`src/rtl/sdram_pkg.sv`:
```
// Shared types and helpers for the SDRAM agents.
package sdram_pkg;

    typedef enum logic [1:0] {
        IDLE,
        ISSUE,
        DRAIN,
        DONE
    } burst_reader_state_t;

    localparam int DEF_BURST_LEN = 8;
    localparam int BURST_SHIFT   = $clog2(DEF_BURST_LEN);

    function automatic int burst_shift(input int len);
        return $clog2(len);
    endfunction

endpackage

```
`src/rtl/sdram_rd_fifo.sv`:
```
// Read-data FIFO with a registered output stage; a push into an empty FIFO
// bypasses the array so the word is visible on the next cycle.
module sdram_rd_fifo #(
    parameter int DEPTH = 64,
    parameter int WIDTH = 16
) (
    input  logic                     clk,
    input  logic                     rstn,
    input  logic                     push,
    input  logic [WIDTH-1:0]         wdata,
    input  logic                     pop,
    output logic                     rvalid,
    output logic [WIDTH-1:0]         rdata,
    output logic [$clog2(DEPTH):0]   count,
    output logic                     full
);

    localparam int AW = $clog2(DEPTH);

    logic [WIDTH-1:0] mem [DEPTH];
    logic [AW-1:0]    wptr;
    logic [AW-1:0]    rptr;
    logic [AW:0]      mcount;
    logic             pop_ok;
    logic             push_ok;
    logic             can_load;
    logic             bypass;
    logic             mem_wr;
    logic             mem_rd;

    assign count    = mcount + (AW+1)'(rvalid);
    assign full     = (count == (AW+1)'(DEPTH));
    assign pop_ok   = pop && rvalid;
    assign push_ok  = push && !full;
    assign can_load = !rvalid || pop_ok;
    assign bypass   = push_ok && (mcount == '0) && can_load;
    assign mem_wr   = push_ok && !bypass;
    assign mem_rd   = (mcount != '0) && can_load;

    always_ff @(posedge clk) begin
        if (mem_wr) begin
            mem[wptr] <= wdata;
        end
    end

    always_ff @(posedge clk or negedge rstn) begin
        if (!rstn) begin
            wptr   <= '0;
            rptr   <= '0;
            mcount <= '0;
            rvalid <= 1'b0;
            rdata  <= '0;
        end else begin
            if (mem_wr) wptr <= wptr + AW'(1);
            if (mem_rd) rptr <= rptr + AW'(1);
            mcount <= mcount + (AW+1)'(mem_wr) - (AW+1)'(mem_rd);
            if (bypass) begin
                rvalid <= 1'b1;
                rdata  <= wdata;
            end else if (mem_rd) begin
                rvalid <= 1'b1;
                rdata  <= mem[rptr];
            end else if (pop_ok) begin
                rvalid <= 1'b0;
            end
        end
    end

endmodule

```
`src/rtl/sdram_burst_reader.sv`:
```
// Turns one transfer request into credit-limited burst reads and streams the
// returned words out through a local FIFO.
//
// state | meaning
// IDLE  | waiting for start
// ISSUE | issuing burst commands as FIFO credit allows
// DRAIN | all commands issued, waiting for data to flow out
// DONE  | one-cycle done pulse (zero-burst requests spend an extra cycle here)
module sdram_burst_reader
    import sdram_pkg::*;
#(
    parameter int ADDR_WIDTH = 24,
    parameter int DATA_WIDTH = 16,
    parameter int BURST_LEN  = DEF_BURST_LEN,
    parameter int FIFO_DEPTH = 64,
    parameter int CNT_WIDTH  = 16
) (
    input  logic                  clk,
    input  logic                  rstn,
    input  logic                  start,
    input  logic [ADDR_WIDTH-1:0] base_addr,
    input  logic [CNT_WIDTH-1:0]  num_bursts,
    output logic                  busy,
    output logic                  done,
    output logic                  reader_valid,
    input  logic                  reader_ready,
    output logic [ADDR_WIDTH-1:0] reader_addr,
    input  logic                  rd_valid,
    input  logic [DATA_WIDTH-1:0] rd_data,
    output logic                  out_valid,
    input  logic                  out_ready,
    output logic [DATA_WIDTH-1:0] out_data,
    output logic                  out_last,
    output logic                  overflow_err
);

    localparam int SHIFT = burst_shift(BURST_LEN);
    localparam int TW    = CNT_WIDTH + SHIFT;
    localparam int OW    = $clog2(FIFO_DEPTH) + 1;

    burst_reader_state_t  state;
    logic [CNT_WIDTH-1:0] bursts_left;
    logic [TW-1:0]        total_words;
    logic [TW-1:0]        words_out;
    logic [TW-1:0]        words_out_nxt;
    logic [OW-1:0]        outstanding;
    logic [OW-1:0]        fifo_count;
    logic                 fifo_full;
    logic [OW:0]          reserved;
    logic                 credit_ok;
    logic                 cmd_hs;
    logic                 out_hs;
    logic                 rd_accept;
    logic                 rd_drop;
    logic                 finish_now;

    sdram_rd_fifo #(
        .DEPTH (FIFO_DEPTH),
        .WIDTH (DATA_WIDTH)
    ) u_fifo (
        .clk    (clk),
        .rstn   (rstn),
        .push   (rd_accept),
        .wdata  (rd_data),
        .pop    (out_hs),
        .rvalid (out_valid),
        .rdata  (out_data),
        .count  (fifo_count),
        .full   (fifo_full)
    );

    // Credit counts words already buffered plus words still owed by the controller.
    assign reserved      = (OW+1)'(fifo_count) + (OW+1)'(outstanding) + (OW+1)'(BURST_LEN);
    assign credit_ok     = (reserved <= (OW+1)'(FIFO_DEPTH));
    assign cmd_hs        = reader_valid && reader_ready;
    assign out_hs        = out_valid && out_ready;
    assign rd_accept     = rd_valid && (outstanding != '0);
    assign rd_drop       = rd_valid && (outstanding == '0);
    assign words_out_nxt = words_out + TW'(out_hs);
    assign finish_now    = (outstanding == '0) && (words_out_nxt == total_words) &&
                           (fifo_count == OW'(out_hs));
    assign out_last      = out_valid && (words_out == total_words - TW'(1));

    always_ff @(posedge clk or negedge rstn) begin
        if (!rstn) begin
            state        <= IDLE;
            bursts_left  <= '0;
            total_words  <= '0;
            words_out    <= '0;
            outstanding  <= '0;
            reader_valid <= 1'b0;
            reader_addr  <= '0;
            busy         <= 1'b0;
            done         <= 1'b0;
            overflow_err <= 1'b0;
        end else begin
            outstanding <= outstanding + (cmd_hs ? OW'(BURST_LEN) : '0) - OW'(rd_accept);
            words_out   <= words_out_nxt;
            if (rd_drop || (rd_accept && fifo_full)) begin
                overflow_err <= 1'b1;
            end

            case (state)
                IDLE: begin
                    if (start) begin
                        reader_addr <= base_addr;
                        bursts_left <= num_bursts;
                        total_words <= TW'(num_bursts) << SHIFT;
                        words_out   <= '0;
                        busy        <= 1'b1;
                        if (num_bursts == '0) begin
                            state <= DONE;
                        end else begin
                            state        <= ISSUE;
                            reader_valid <= credit_ok;
                        end
                    end
                end
                ISSUE: begin
                    if (cmd_hs) begin
                        reader_valid <= 1'b0;
                        reader_addr  <= reader_addr + ADDR_WIDTH'(BURST_LEN);
                        bursts_left  <= bursts_left - CNT_WIDTH'(1);
                        if (bursts_left == CNT_WIDTH'(1)) begin
                            state <= DRAIN;
                        end
                    end else if (!reader_valid) begin
                        reader_valid <= (bursts_left != '0) && credit_ok;
                    end
                end
                DRAIN: begin
                    if (finish_now) begin
                        done  <= 1'b1;
                        busy  <= 1'b0;
                        state <= DONE;
                    end
                end
                DONE: begin
                    if (done) begin
                        done  <= 1'b0;
                        state <= IDLE;
                    end else begin
                        done <= 1'b1;
                        busy <= 1'b0;
                    end
                end
                default: state <= IDLE;
            endcase
        end
    end

endmodule

```
`config.mk`:
```
export PLATFORM = sky130hd
export DESIGN_NAME = sdram_burst_reader
export DESIGN_NICKNAME = d
export VERILOG_FILES = /design/src/rtl/sdram_pkg.sv /design/src/rtl/sdram_rd_fifo.sv /design/src/rtl/sdram_burst_reader.sv
export SDC_FILE = /design/constraint.sdc
export NUM_CORES = 1
export LEC_CHECK = 0
export ABC_AREA = 1
export BUFFER_PORTS_ARGS = -buffer_cell sky130_fd_sc_hd__buf_2
export CAP_MARGIN = 20
export CORE_MARGIN = 2
export CORE_UTILIZATION = 55
export CTS_BUF_LIST = sky130_fd_sc_hd__clkbuf_8
export DETAILED_ROUTE_END_ITERATION = 10
export PLACE_DENSITY = 0.71
export SYNTH_ARGS = -nofsm -noshare
export SYNTH_HDL_FRONTEND = slang
export SYNTH_HIERARCHICAL = 1
export SYNTH_SLANG_ARGS = --single-unit
```
`constraint.sdc`:
```
create_clock -name clk -period 8 [get_ports clk]
set_input_delay 1.6 -clock clk [delete_from_list [all_inputs] [get_ports clk]]
set_output_delay 1.6 -clock clk [all_outputs]
set_load 0.02 [all_outputs]
```
# Word level (Yosys, flattened, before mapping)
# Memories as Yosys holds them, arrays and structs flattened.
# Index checks and enable logic that the tools add are counted.
# Widths: inputs -> output; s select.
classes:
  n_eq_ne: 15
  n_addsub: 13
  muxes: 35
  magnitude_cmp: 1
  n_reduce_logical: 38
op_table:
  columns: ["op", "count"]
  rows:
  - ["$mux 16", 4]
  - ["$mux 24", 2]
  - ["$pmux 24 s2", 1]
  - ["$eq 19x19->1", 2]
  - ["$mux 19", 2]
  - ["$pmux 16 s2", 1]
  - ["$add 24x4->24 const B", 1]
  - ["$add 19x1->19", 1]
  - ["$sub 19x1->19 const B", 1]
  - ["$eq 16x1->1 const B", 1]
  - ["$logic_not 16->1", 1]
  - ["$reduce_bool 16->1", 1]
  - ["$sub 16x1->16 const B", 1]
  - ["$logic_and 1x1->1", 15]
  - ["$add 7x1->7", 2]
  - ["$logic_not 7->1", 2]
  - ["$mux 1", 14]
  - ["$ne 2x2->1 const B", 7]
  - ["$reduce_bool 7->1", 2]
  - ["$sub 7x1->7", 2]
  - ["$add 6x1->6 const B", 2]
  - ["$mux 2", 6]
  - ["$add 7x7->8", 1]
  - ["$add 8x4->8 const B", 1]
  - ["19 further kinds", 29]
totals:
  mem_bits_rw: 1024
  n_memories: 1
  reg_bits: 124
memory_table:
  columns: ["name", "depth", "word_bits", "rd", "rd_clocked_by_memory_dff", "wr", "line", "source"]
  rows:
  - ["u_fifo.mem", 64, 16, 1, 0, 1, "sdram_rd_fifo.sv:20", "logic [WIDTH-1:0] mem [DEPTH];"]

# Logic depth before layout (Yosys ltp)
depth:
  ltp_word: 10
  mapped_depth: 22
  depth_no_buf: 22

# Hierarchy
# Netlist, hierarchy kept.
modules_own_cells:
  columns: ["mod", "area_each_um2", "cells_per_inst", "instances"]
  rows:
  - ["sdram_rd_fifo", 44475.2, 4105, 1]
  - ["sdram_burst_reader", 6158.4, 852, 1]

# Least setup slack after synthesis
# OpenSTA, ideal clock, no wires.
synth_timing:
  kind: "input to register"
  from: "input out_ready"
  to: "register u_fifo.mcount[6]"
  setup_ns: 0.079
  setup_slack_ns: 4.079
  t_required_ns: 7.921
  arrival_time_ns: 3.842
  path_stages: 17
  cell_sequence: "nand2_1 inv_1 nor2_1 inv_1 nand2_1 clkbuf_1 inv_1 ha_1 inv_1 ha_1 fa_1 a21oi_1 o21bai_1 a21oi_1 nor2_1 nor2_1 xor2_1"
synth_via:
  word_cells_on_any_way: 9
  classes_between: "add/sub (2); reduce/logical (7)"
synth_rtl:
  columns: ["item", "line", "source"]
  rows:
  - ["start, declared", "sdram_burst_reader.sv:31", "input logic out_ready,"]
  - ["$logic_and 1x1->1", "sdram_burst_reader.sv:76", "assign out_hs = out_valid && out_ready;"]
  - ["via out_hs", "sdram_burst_reader.sv:52", "logic out_hs;"]
  - ["$logic_and 1x1->1", "sdram_rd_fifo.sv:33", "assign pop_ok = pop && rvalid;"]
  - ["$logic_or 1x1->1", "sdram_rd_fifo.sv:35", "assign can_load = !rvalid || pop_ok;"]
  - ["$logic_and 1x1->1", "sdram_rd_fifo.sv:38", "assign mem_rd = (mcount != '0) && can_load;"]
  - ["via u_fifo.mem_rd", "sdram_rd_fifo.sv:29", "logic mem_rd;"]
  - ["$sub 7x1->7", "sdram_rd_fifo.sv:56", "mcount <= mcount + (AW+1)'(mem_wr) - (AW+1)'(mem_rd);"]
  - ["end signal, assigned", "sdram_rd_fifo.sv:56", null]
  - ["end, declared", "sdram_rd_fifo.sv:23", "logic [AW:0] mcount;"]
# The timed path passes the listed nets, and every way through them passes these cells.
# A chain may end at the register's enable or synchronous reset.

# Worst setup path after layout
layout_timing:
  from: "register total_words[3]"
  to: "output out_last"
layout_via:
  elab_chain_cells: 3
layout_rtl:
  columns: ["item", "line", "source"]
  rows:
  - ["start, declared", "sdram_burst_reader.sv:43", "logic [TW-1:0] total_words;"]
  - ["start signal, assigned", "sdram_burst_reader.sv:108", "total_words <= TW'(num_bursts) << SHIFT;"]
  - ["$sub 19x1->19", "sdram_burst_reader.sv:82", "assign out_last = out_valid && (words_out == total_words - TW'(1));"]
  - ["$eq 19x19->1", "sdram_burst_reader.sv:82", null]
  - ["$logic_and 1x1->1", "sdram_burst_reader.sv:82", null]
  - ["end, declared", "sdram_burst_reader.sv:33", "output logic out_last,"]
# Every way passes these cells.

==> impl_metrics.toml <==
[critical_path]
path_class = "register to output port"
end_kind = "output port"
arrival_ns = 3.04
critical_path.max_stage_delay_ns = 0.39
cp_slowest_cell = "dfrtp_1"
reg2reg_depth = 14
r2r_slack_ns = 3.44
path_max_fanout = 4
crit_required_ns = 6.40
cp-start-kind = "register"
cp_cell_sequence = "inv_1 -> ha_1 -> nand3_1 -> nor2_1 -> nand2_1 -> nor2_1 -> xor2_1 -> xor2_1 -> nor3_1 -> buf_2"

[timing]
final.min_clock_period_ns = 4.64
finalSetupViolCount = 0
slew_viol_final = 0
relSlewSlack_pct = 23.7
hold_violations = 0
fin_crit_sh_pct = 57.9
fin_setup_tns_ns = 0
worst_pin_slew_ns = 1.14
max_freq_mhz = 216
grt_setup_unrepaired = "no"
fin_skew_ns = 0.0597

[job]
maxCapViolCount = 0

[placed_design]
place_area_mm2 = 0.0525
placed_cells = 6114
hpwl_mm = 77.8
portBuffers = 107
place_congestion = 0.955

[synth]
synthTopCellsByCount = "nand2_1, edfxtp_1, nand3_1, nor2_1, inv_1"
yosys-top-cells-area = "edfxtp_1, nand2_1, dfrtp_1"
synth.distinct_cells = 45
synth_top_area_share_pct = 60.7
synth_area_per_cell_um2 = 10.2
seq_area_frac_synth_pct = 66.9
synth_edf_count = 1024
synth_fp_nets = 5070
synth_top_area_cell = "edfxtp_1"
syn_area_mm2 = 0.0506
post-synth-top-count-cell = "nand2_1"
ys_seq_elements = 1148
synthArstFlopShare_pct = 10.8
syn_inst = 4957
synthFlopType = "edfxtp_1"
yosys_warnings = 6

[detailed_routing]
routedWlPerCell_um = 20.5
firstDrtPassIters = 6
drt-initial-drc-count = 4892
ant_nets = 0
drc = 0
via_per_inst = 5.58
via_count = 36000
wl_mm = 132

[floorplan]
core_area_mm2 = 0.0914
die_y_um = 307
fp-row-count = 111
die_w_um = 307
initial_core_util_pct = 55.4
die_area_mm2 = 0.0945
io_pins = 108

[clock_tree]
cts_buffers = 183
htree_num_levels = 4
max-clock-path-buffers = 3
cts_num_sinks = 1148
postCtsHoldBufs = 0
clock_latency_ns = 0.84
cts_tree = "done"
root_buffer = "clkbuf_8"
post-cts-setup-buffer-count = 0
clkTransAtPathRegs_ns = 0.06
cts_resized = 0

[pwr]
ir_worst_vdd_mv = 0.371
pwr_density_cell_mw_per_mm2 = 353
seq_power_share_pct = 37.6
p_int_uw = 11500
sw_frac_of_total_pct = 41.5
clkPwrFrac_pct = 23.6
p_switching_uw = 8200
leakagePower_uw = 0.0228
power_frac_comb_pct = 38.7

[grt]
first_global_vias = 33900
grt_usage_pct = 28.0
grt_max_degree = 195
overflow = 0
grt_pass1_wl_mm = 200
antenna_found_initial = 5

[finish]
fillers = 7389
final_area_mm2 = 0.0559
area_growth_pct = 10.3
finalNonFillerCells = 6447
nets = 5229
drive_above_1_share_pct = 8.90

[hold_path]
hp-class = "register to register"
worstHoldPathCells = 2

[run_status]
status = "completed"
[routing by layer]
layer	wire [µm]	up-vias	global-route usage, %
met2	60700	1814	43.2
met1	54100	17100	39.4
met4	4230	0	10.6
li1	-	16800	-
met5	0	-	0
met3	13500	270	5.77
[worst max-delay path, delay by kind of cell (launching register included)]
| kind | cells | cell delay, ns |
|---|---|---|
| XOR/XNOR | 2 | 0.26 |
| adder cells (fa/ha/maj) | 1 | 0.21 |
| buffers and inverters | 2 | 0.35 |
| flip-flops | 1 | 0.39 |
| AND/OR/NAND/NOR | 5 | 0.99 |
[per-stage QoR]
| stage | total power [µW] | setup slack, ns | hold slack [ns] | utilization [%] |
|---|---|---|---|---|
| 2_1_floorplan | 12600 | 4.08 | 0.469 | - |
| 3_3_place_gp | 14900 | 2.76 | 0.457 | 57.3 |
| 3_5_place_dp | 15000 | 2.67 | 0.464 | 57.4 |
| 4_1_cts | 19700 | 3.26 | 0.479 | 61.1 |
| 5_1_grt | 20900 | 3.11 | 0.500 | 61.1 |
| 6_report | 19700 | 3.36 | 0.473 | 61.1 |
[logic make-up after synthesis]
group	share of synthesized area, %
XOR/XNOR	1.38
adder cells (fa/ha/maj)	1.30
AND/OR/NAND/NOR	21.6
flip-flops	66.9
AO/OA/AOI/OAI	3.46
buffers and inverters	5.34
multiplexers	0.0667
[cells in the final DEF (no fill, tap or decap), drive strengths merged, types with 6 or more instances in the layout]
cell type / synthesis / routed
ha: 48 / 48
nor3: 18 / 18
a21oi: 109 / 109
nand4: 18 / 18
o21ai: 192 / 192
nor2: 495 / 495
inv: 428 / 500
bufinv: 0 / 6
xor2: 59 / 59
o211ai: 11 / 11
clkbuf: 98 / 189
xnor2: 21 / 21
clkinv: 3 / 59
nand3: 603 / 603
buf: 145 / 217
dfrtp: 124 / 124
edfxtp: 1024 / 1024
nand2: 1517 / 1517
nor4: 8 / 8
[final timing paths]
path	startpoint	end
worst min-delay path	busy	busy
worst max-delay path	total_words[3]	out_last
max in group asynchronous	rstn	total_words[12]
worst max register to register	u_fifo/rvalid	u_fifo/mem[10][2]
min in group asynchronous	rstn	u_fifo/rdata[4]
worst min register to register	busy	busy
[power groups by stage]
stage	combinational, µW	sequential [µW]	clock (µW)
detailed placement	7470	7540	0
global route	8400	7480	4990
CTS	7510	7420	4730
global placement	7340	7530	0
finish	7640	7430	4670
floorplan	5090	7480	0
[sequential cells by signal, summed over array words and instances, names as in the netlist, 7 cells and up]
name           cells
u_fifo/mem      1024
u_fifo/rdata      16
u_fifo/mcount      7
reader_addr       24
words_out         19
bursts_left       16
outstanding        7
total_words       16
[final cells by class]
class / instances / area (µm²) / share of cell area (%)
multi-input combinational: 3135 / 14100 / 25.2
timing repair buffer: 217 / 1430 / 2.56
clock buffer: 189 / 2600 / 4.66
antenna: 2 / 5.00 / 0.00896
inverter: 431 / 1630 / 2.92
sequential: 1148 / 33900 / 60.6
tap: 1186 / 1480 / 2.66
clock inverter: 139 / 751 / 1.34
Note: power is estimated with default switching activity, not from simulation.
